### src/rtl/uart_pkg.sv
// Shared definitions for the UART receive path: sampler state encodings,
// the parity mode and the oversampling-tick divider computation.
package uart_pkg;

   typedef enum logic [2:0] {
      S_IDLE   = 3'd0,
      S_START  = 3'd1,
      S_DATA   = 3'd2,
      S_PARITY = 3'd3,
      S_STOP   = 3'd4
   } rx_state_e;

   typedef enum logic {
      PAR_EVEN = 1'b0,
      PAR_ODD  = 1'b1
   } parity_mode_e;

   localparam parity_mode_e PARITY_MODE = PAR_EVEN;

   function automatic int calc_div(input int clk_freq, input int baud, input int oversample);
      return clk_freq / (baud * oversample);
   endfunction

endpackage

### src/rtl/uart_rx_sampler_baud_tick.sv
// Free-running down-counter divider; emits a one-cycle oversampling tick
// every DIV clocks.
module uart_baud_tick #(
   parameter int DIV = 10
) (
   input  logic i_clk,
   input  logic i_reset,
   output logic o_tick
);

   localparam int CW = (DIV > 1) ? $clog2(DIV) : 1;

   logic [CW-1:0] cnt_q;
   logic          tick_q;

   always_ff @(posedge i_clk or negedge i_reset) begin
      if (!i_reset) begin
         cnt_q  <= CW'(DIV - 1);
         tick_q <= 1'b0;
      end else if (cnt_q == '0) begin
         cnt_q  <= CW'(DIV - 1);
         tick_q <= 1'b1;
      end else begin
         cnt_q  <= cnt_q - CW'(1);
         tick_q <= 1'b0;
      end
   end

   assign o_tick = tick_q;

endmodule

### src/rtl/uart_rx_sampler.sv
// UART receive sampler: synchronises the line, confirms start bits, shifts in
// data LSB first and checks parity/stop. UART_RX_MAJORITY_EN selects 2-of-3 voting.
//
// state  | meaning
// IDLE   | line idle, waiting for a tick that sees rx_s low
// START  | counting to mid start bit to confirm or reject it
// DATA   | sampling DATA_BITS data bits, one per OVERSAMPLE ticks
// PARITY | sampling the parity bit, updating o_parityerror
// STOP   | sampling the stop bit, then back to IDLE
module uart_rx_sampler
   import uart_pkg::*;
#(
   parameter int CLK_FREQ   = 50_000_000,
   parameter int BAUD       = 115_200,
   parameter int OVERSAMPLE = 16,
   parameter int DATA_BITS  = 8
) (
   input  logic                 i_clk,
   input  logic                 i_reset,
   input  logic                 i_rx,
   input  logic                 i_shift,
   input  logic                 i_resetcounter,
   input  logic                 i_outputenable,
   output logic                 o_zerodetected,
   output logic                 o_countreached,
   output logic                 o_parityerror,
   output logic                 o_onedetected,
   output logic                 o_framingerror,
   output logic [DATA_BITS-1:0] o_data,
   output logic                 o_valid
);

   localparam int DIV = calc_div(CLK_FREQ, BAUD, OVERSAMPLE);
   localparam int TCW = $clog2(OVERSAMPLE);
   localparam int BCW = $clog2(DATA_BITS + 1);
   localparam logic [TCW-1:0] TC_LAST = TCW'(OVERSAMPLE - 1);
`ifdef UART_RX_MAJORITY_EN
   localparam logic [TCW-1:0] TC_START_DEC = TCW'(OVERSAMPLE / 2);
`else
   localparam logic [TCW-1:0] TC_START_DEC = TCW'(OVERSAMPLE / 2 - 1);
`endif

   logic                 tick;
   logic [1:0]           sync_q;
   logic                 rx_s;
   rx_state_e            state_q;
   logic [TCW-1:0]       tc_q;
   logic [TCW-1:0]       tc_d;
   logic [BCW-1:0]       samp_cnt_q;
   logic [BCW-1:0]       bit_cnt_q;
   logic [DATA_BITS-1:0] shift_q;
   logic [DATA_BITS-1:0] data_q;
   logic                 zd_q, cr_q, perr_q, one_q, fe_q, valid_q;
   logic                 samp_d;
   logic                 start_dec;
   logic                 bit_dec;

   uart_baud_tick #(.DIV(DIV)) u_baud_tick (
      .i_clk   (i_clk),
      .i_reset (i_reset),
      .o_tick  (tick)
   );

   always_ff @(posedge i_clk or negedge i_reset) begin
      if (!i_reset) sync_q <= 2'b11;
      else          sync_q <= {sync_q[0], i_rx};
   end
   assign rx_s = sync_q[1];

   assign tc_d      = (tc_q == TC_LAST) ? '0 : tc_q + TCW'(1);
   assign start_dec = tick && (tc_q == TC_START_DEC);

`ifdef UART_RX_MAJORITY_EN
   logic [1:0] maj_q;
   logic       pend_q;

   // Votes come from the two ticks before mid and the tick after it; the
   // decision lands one tick after the wrap, hence pend_q.
   always_ff @(posedge i_clk or negedge i_reset) begin
      if (!i_reset) begin
         maj_q  <= 2'b00;
         pend_q <= 1'b0;
      end else if (tick) begin
         pend_q <= (state_q == S_DATA || state_q == S_PARITY || state_q == S_STOP) &&
                   (tc_q == TC_LAST);
         if (state_q == S_START) begin
            if (tc_q == TCW'(OVERSAMPLE / 2 - 2)) maj_q[0] <= rx_s;
            if (tc_q == TCW'(OVERSAMPLE / 2 - 1)) maj_q[1] <= rx_s;
         end else begin
            if (tc_q == TCW'(OVERSAMPLE - 2)) maj_q[0] <= rx_s;
            if (tc_q == TC_LAST)              maj_q[1] <= rx_s;
         end
      end
   end

   assign samp_d  = (maj_q[0] & maj_q[1]) | (maj_q[0] & rx_s) | (maj_q[1] & rx_s);
   assign bit_dec = tick && pend_q;
`else
   assign samp_d  = rx_s;
   assign bit_dec = tick && (tc_q == TC_LAST);
`endif

   always_ff @(posedge i_clk or negedge i_reset) begin
      if (!i_reset) begin
         state_q    <= S_IDLE;
         tc_q       <= '0;
         samp_cnt_q <= '0;
         bit_cnt_q  <= '0;
         shift_q    <= '0;
         data_q     <= '0;
         zd_q       <= 1'b0;
         cr_q       <= 1'b0;
         perr_q     <= 1'b0;
         one_q      <= 1'b0;
         fe_q       <= 1'b0;
         valid_q    <= 1'b0;
      end else begin
         zd_q    <= 1'b0;
         cr_q    <= 1'b0;
         one_q   <= 1'b0;
         valid_q <= 1'b0;

         if (tick && state_q != S_IDLE) tc_q <= tc_d;

         case (state_q)
            S_IDLE: begin
               if (tick && !rx_s) begin
                  state_q <= S_START;
                  tc_q    <= '0;
               end
            end
            S_START: begin
               if (start_dec) begin
                  tc_q <= '0;
                  if (!samp_d) begin
                     zd_q       <= 1'b1;
                     perr_q     <= 1'b0;
                     fe_q       <= 1'b0;
                     samp_cnt_q <= '0;
                     state_q    <= S_DATA;
                  end else begin
                     state_q <= S_IDLE;
                  end
               end
            end
            S_DATA: begin
               if (bit_dec) begin
                  if (i_shift) begin
                     shift_q   <= {samp_d, shift_q[DATA_BITS-1:1]};
                     bit_cnt_q <= bit_cnt_q + BCW'(1);
                  end
                  if (samp_cnt_q == BCW'(DATA_BITS - 1)) begin
                     samp_cnt_q <= '0;
                     cr_q       <= 1'b1;
                     state_q    <= S_PARITY;
                  end else begin
                     samp_cnt_q <= samp_cnt_q + BCW'(1);
                  end
               end
            end
            S_PARITY: begin
               if (bit_dec) begin
                  perr_q  <= (^shift_q) ^ samp_d ^ (PARITY_MODE == PAR_ODD);
                  state_q <= S_STOP;
               end
            end
            S_STOP: begin
               if (bit_dec) begin
                  if (samp_d) one_q <= 1'b1;
                  else        fe_q  <= 1'b1;
                  state_q <= S_IDLE;
               end
            end
            default: state_q <= S_IDLE;
         endcase

         // Counter clear wins over a same-cycle shift.
         if (i_resetcounter) begin
            shift_q   <= '0;
            bit_cnt_q <= '0;
         end

         if (i_outputenable) begin
            data_q  <= shift_q;
            valid_q <= 1'b1;
         end
      end
   end

   assign o_zerodetected = zd_q;
   assign o_countreached = cr_q;
   assign o_parityerror  = perr_q;
   assign o_onedetected  = one_q;
   assign o_framingerror = fe_q;
   assign o_data         = data_q;
   assign o_valid        = valid_q;

endmodule

### config.mk
export PLATFORM = sky130hd
export DESIGN_NAME = uart_rx_sampler
export DESIGN_NICKNAME = d
export VERILOG_FILES = /design/src/rtl/uart_pkg.sv /design/src/rtl/uart_rx_sampler_baud_tick.sv /design/src/rtl/uart_rx_sampler.sv
export SDC_FILE = /design/constraint.sdc
export NUM_CORES = 1
export LEC_CHECK = 0
export ABC_AREA = 0
export CAP_MARGIN = 20
export CORE_ASPECT_RATIO = 0.6
export CORE_UTILIZATION = 50
export DETAILED_ROUTE_END_ITERATION = 7
export GPL_TIMING_DRIVEN = 1
export PLACE_DENSITY_LB_ADDON = 0.15
export SYNTH_ARGS = -nofsm -noshare
export SYNTH_HDL_FRONTEND = slang
export SYNTH_SLANG_ARGS = --single-unit
### constraint.sdc
create_clock -name i_clk -period 1.6 [get_ports i_clk]
set_input_delay 0.48 -clock i_clk [delete_from_list [all_inputs] [get_ports i_clk]]
set_output_delay 0.48 -clock i_clk [all_outputs]
set_load 0.05 [all_outputs]
Word level (Yosys, flattened, before mapping):

Index checks and enable logic that the tools add are counted.

* $add $sub $neg: 3
* multipliers: 0
* divide/modulo/power cells: 0
* magnitude comparators: 0
* eq/ne operators: 15
* shift-type cells: 0
* mux-type cells: 41
* bitwise operators: 1
* reductions and logical operators: 20

Operators by type and width (number)
* 4-bit two-way mux: 8
* 8-bit two-way mux: 4
* 3-bit two-way mux: 6
* 1-bit two-way mux: 16
* 2-bit inequality test (second input constant): 8
* 4-bit one-hot mux with 2 select lines: 2
* 3-bit one-hot mux with 5 select lines: 1
* 2-bit nonzero test: 6
* 4-bit by 1-bit adder with 4-bit output (second input constant): 2
* 4-bit by 3-bit == test with 1-bit output (second input constant): 2
* 4-bit AND reduction: 2
* 8-bit XOR reduction: 1
* 3-bit by 2-bit == test with 1-bit output (second input constant): 2
* 6-bit AND reduction: 1
* 5-bit zero test: 1
* 5-bit two-way mux: 1
* 5-bit AND reduction: 1
* 5-bit by 1-bit subtractor with 5-bit output (second input constant): 1
* 4-bit == test (second input constant): 1
* 1-bit logical AND: 4
* 1-bit one-hot mux with 2 select lines: 2
* 3-bit by 1-bit == test with 1-bit output (second input constant): 1
* 3-bit == test (second input constant): 1
* 3-bit zero test: 1
* other kinds (5): 5

* register bits after elaboration: 41
* bits in latches: 0
* RAM bits: 0
* bits in read-only memories: 0
* input port bits: 6
* output and inout bits: 14
* logic and storage cells: 94
* memories kept: 0

Depth between registers and ports, before layout:

* depth in word-level cells: 5
* gate-level depth with buffers: 6
* depth with buffers taken out: 5

Modules after synthesis:

Synthesis repeated with hierarchy kept, for this count alone.

* cells, all modules: 170
* area total of the unflattened synthesis: 1928.1 sq um

Modules (own cells, without submodules)
* uart_rx_sampler: times used 1, cells an instance 147, area each 1657.8 sq um, seq. area each 878.3 sq um
* uart_baud_tick: times used 1, cells an instance 23, area each 270.3 sq um, seq. area each 153.9 sq um

Worst setup path after synthesis:

Ideal clock, no wire load.

* path type: register to register
* from: register tc_q[0]
* to: register samp_cnt_q[2]
* library setup time: 0.132 ns
* data arrival time: 1.513 ns
* data required time: 1.468 ns
* path slack: -0.045 ns
* stages on the path, launching flop included: 7
* path buffers: 1
* clock period less this slack: 1.645 ns
* cells stage by stage: dfrtp_1 ha_1 and4b_1 buf_2 or3_1 a21oi_1 o31ai_1

* longest elaborated chain between the ends: 4
* elaborated cells on any way between the ends: 7
* those cells by class: eq/ne (4); reduce/logical (3)

RTL lines
* from (decl): line uart_rx_sampler.sv:47 `logic [TCW-1:0] tc_q;`
* from (signal assigned): line uart_rx_sampler.sv:123 `if (tick && state_q != S_IDLE) tc_q <= tc_d;`
* 4-bit == test / 4-bit by 3-bit == test with 1-bit output (equally long branches): line uart_rx_sampler.sv:100, uart_rx_sampler.sv:71
* 1-bit logical AND (on tied branches): line uart_rx_sampler.sv:100, uart_rx_sampler.sv:71
* 2-bit inequality test (no line)
* 4-bit AND reduction (no line) *
* to (signal assigned): line uart_rx_sampler.sv:157 `samp_cnt_q <= samp_cnt_q + BCW'(1);`
* to (decl): line uart_rx_sampler.sv:49 `logic [BCW-1:0] samp_cnt_q;`

Every way passes the cells marked *; elsewhere a longest branch is shown, timed or not.
A chain may end at the register's enable or synchronous reset.

Worst setup path after layout:

* from: register tc_q[0]
* to: register samp_cnt_q[0]

Same word-level chain as after synthesis.

==> impl_metrics.tcl <==
set metrics [dict create \
    antenna_found_initial 0 \
    tightest_slew_ns 0.424 \
    hold_buffers 0 \
    ys_types 46 \
    avgSynthCellArea_um2 10.9 \
    placed_area_um2 2430 \
    cts_made_buffers 5 \
    power_density_nw_per_um2 973 \
    drive_gt1_share_pct 33.6 \
    crit_type "reg2reg" \
    cts_sinks 41 \
    gp_congestion 0.840 \
    drcViolationCount 0 \
    first_global_vias 1493 \
    timing.fmax_mhz 632 \
    critPathMaxStageDelay_ns 0.40 \
    dieArea_um2 4200 \
    yosysWarnings 0 \
    finalSetupTns_ns 0 \
    die_h_um 50.6 \
    grt_overflow 0 \
    yosys-top-cells-area "dfrtp_1 46%, dfstp_2 6.7%, mux2i_1 4.6%" \
    path_buf_inv 0 \
    r2r_start "tc_q[0]" \
    crit_arrival_ns 1.75 \
    grtUsageTotal_pct 21.3 \
    rows 17 \
    tritoncts "yes" \
    ctsHtreeMaxLevel 2 \
    nFillCells 272 \
    grt_max_degree 17 \
    synth_edf_count 0 \
    clk_latency_ns 0.29 \
    ys_seq_elements 41 \
    finalSetupViolCount 0 \
    netlist.area_leader.share_pct 45.8 \
    clock_skew_ns 0.00413 \
    holdWs_ns 0.0870 \
    post-route-util_pct 70.0 \
    rr_worst_depth 5 \
    slew_headroom_pct 71.5 \
    worst-r2r-setup-slack_ns 0.02 \
    wl_per_cell_um 15.5 \
    syn_inst 181 \
    crit_family "simple AND/OR/NAND/NOR gates" \
    drt_first_iter_violations 118 \
    initial_core_util_pct 52.9 \
    clockBufferDepth 2 \
    synthesis.area_um2 1970 \
    vias 1499 \
    grt_pass1_wl_um 6890 \
    end_kind "flop" \
    hold_viol_final 0 \
    coreArea_um2 3720 \
    fin_crit_ns 1.58 \
    crit_chain "ha_2 -> and4b_2 -> or3_1 -> a21oi_2 -> o31ai_1" \
    fin_area_um2 2610 \
    diodes 0 \
    yosysMostFrequentCell "dfrtp_1" \
    drv_slew 0 \
    drv_cap 0 \
    vias_per_cell 5.68 \
    cp_data_required_time_ns 1.77 \
    dr.pass1.iters 4 \
    io_buffers 19 \
    syn_nets 190 \
    synthArstFlopShare_pct 100 \
    cts-root-buf "clkbuf_8" \
    ir_drop_mv 0.796 \
    cp_slowest_cell "dfrtp_1" \
    hold_class "in2async" \
    reg2reg_to "samp_cnt_q[0]" \
    p_leak_nw 1.24 \
    period_share_pct 98.9 \
    ys.flop_type "dfrtp_1" \
    crit_fanout 4 \
    ys_seq_area_share_pct 52.4 \
    synth_commonest_cells "36 x dfrtp_1, 16 x nor2_1, 11 x nand2_1" \
    rsz0062_at_grt "true" \
    dp_hpwl_um 2930 \
    clk_pin_slew_worst_paths_ns 0.08 \
    area_delta_synth_final_pct 32.4 \
    status "complete, no violations" \
    cp-start-kind "flop" \
    ant_nets 0 \
    synth_top_cell_by_area "dfrtp_1" \
    die_w_um 83.0 \
    nNetsFinal 225 \
    drt_wl_total_um 4100 \
    io_pins 20 \
]
## stage by stage
step / setup slack [ns] / power, W / instances
final: 0.0177 / 0.00253 / 264
after global routing: -0.0396 / 0.00268 / 264
after CTS: 0.00194 / 0.00245 / 261
after detailed placement: -0.0719 / 0.00174 / 253
after global placement: 0.0216 / 0.00171 / 253
after floorplan: 0.00318 / 0.00152 / 181
## flip-flops by register name, indices dropped and copies added (netlist names)
| name | cells |
|---|---|
| o_data | 8 |
| shift_q | 8 |
| u_baud_tick.cnt_q | 5 |
| samp_cnt_q | 4 |
| tc_q | 4 |
| state_q | 3 |
| sync_q | 2 |
| o_countreached | 1 |
| o_framingerror | 1 |
| o_onedetected | 1 |
| o_parityerror | 1 |
| o_valid | 1 |
| o_zerodetected | 1 |
| u_baud_tick.o_tick | 1 |
## cell families (layout without fill, tap and decap cells)
group | after synthesis | in the layout | share of synthesized area (%)
compound gates | 31 | 31 | 9.92
buf+inv | 18 | 54 | 3.94
flops | 41 | 41 | 52.4
fa+ha+maj | 3 | 3 | 1.91
simple gates | 61 | 61 | 17.5
mux | 17 | 17 | 9.15
xor+xnor | 10 | 10 | 5.15
## routing by layer
| layer | share of wire (%) | track usage [%] | vias to the layer above |
|---|---|---|---|
| met5 | 0 | 0 | - |
| met2 | 47 | 33.6 | 47 |
| li1 | - | - | 697 |
| met4 | 0.85 | 7.47 | 0 |
| met1 | 46 | 28.3 | 749 |
| met3 | 6.1 | 6.58 | 6 |
## worst reg2reg max path, cell delays in order (launching register included)
cell and delay [ns]:
dfrtp_1 0.40, ha_2 0.21, and4b_2 0.29, or3_1 0.33
a21oi_2 0.16, o31ai_1 0.09
## repair_timing
action                                 in CTS  in global routing
setup endpoints to repair                  11                 18
resized for setup                           4                  9
pin swaps                                   0                  2
endpoints found under the hold margin       0                  0
buffers inserted                            0                  3
## report_power, final
| part | internal, W | leakage [nW] | switching, W | total, W |
|---|---|---|---|---|
| Sequential | 0.00109 | 0.532 | 0.0000985 | 0.00118 |
| Combinational | 0.000304 | 0.662 | 0.000350 | 0.000654 |
| Clock | 0.000349 | 0.0512 | 0.000347 | 0.000697 |
## layout make-up
cell class                 count  area, um2  area share, %
multi-input combinational    122        910           34.9
sequential                    41       1030           39.7
timing repair buffer          40        483           18.5
clock buffer                   6       82.6           3.17
tap                           47       58.8           2.26
inverter                       6       22.5          0.865
clock inverter                 2       13.8          0.528
## worst max-delay path by stage
| stage | start | to | slack [ns] | cells past startpoint |
|---|---|---|---|---|
| 6_report | tc_q[0] | samp_cnt_q[0] | 0.02 | 5 |
| 5_1_grt | tc_q[0] | state_q[0] | -0.04 | 6 |
| 4_1_cts | sync_q[1] | o_parityerror | 0.002 | 4 |
| 3_5_place_dp | tc_q[0] | shift_q[6] | -0.07 | 5 |
| 3_3_place_gp | tc_q[0] | shift_q[5] | 0.02 | 5 |
| 2_1_floorplan | tc_q[0] | samp_cnt_q[2] | 0.003 | 6 |
## cell usage in the layout, fill, tap and decap left out, types with 8 or more instances in the layout
| master | synthesis | layout |
|---|---|---|
| a21oi_1 | 9 | 8 |
| buf_4 | 0 | 21 |
| nor2_1 | 16 | 16 |
| nand2_1 | 11 | 11 |
| mux2_2 | 8 | 8 |
| xnor2_1 | 8 | 8 |
| dfrtp_1 | 36 | 34 |
| mux2i_1 | 9 | 9 |
| buf_12 | 0 | 14 |
Power figures use the tool's default switching activity.
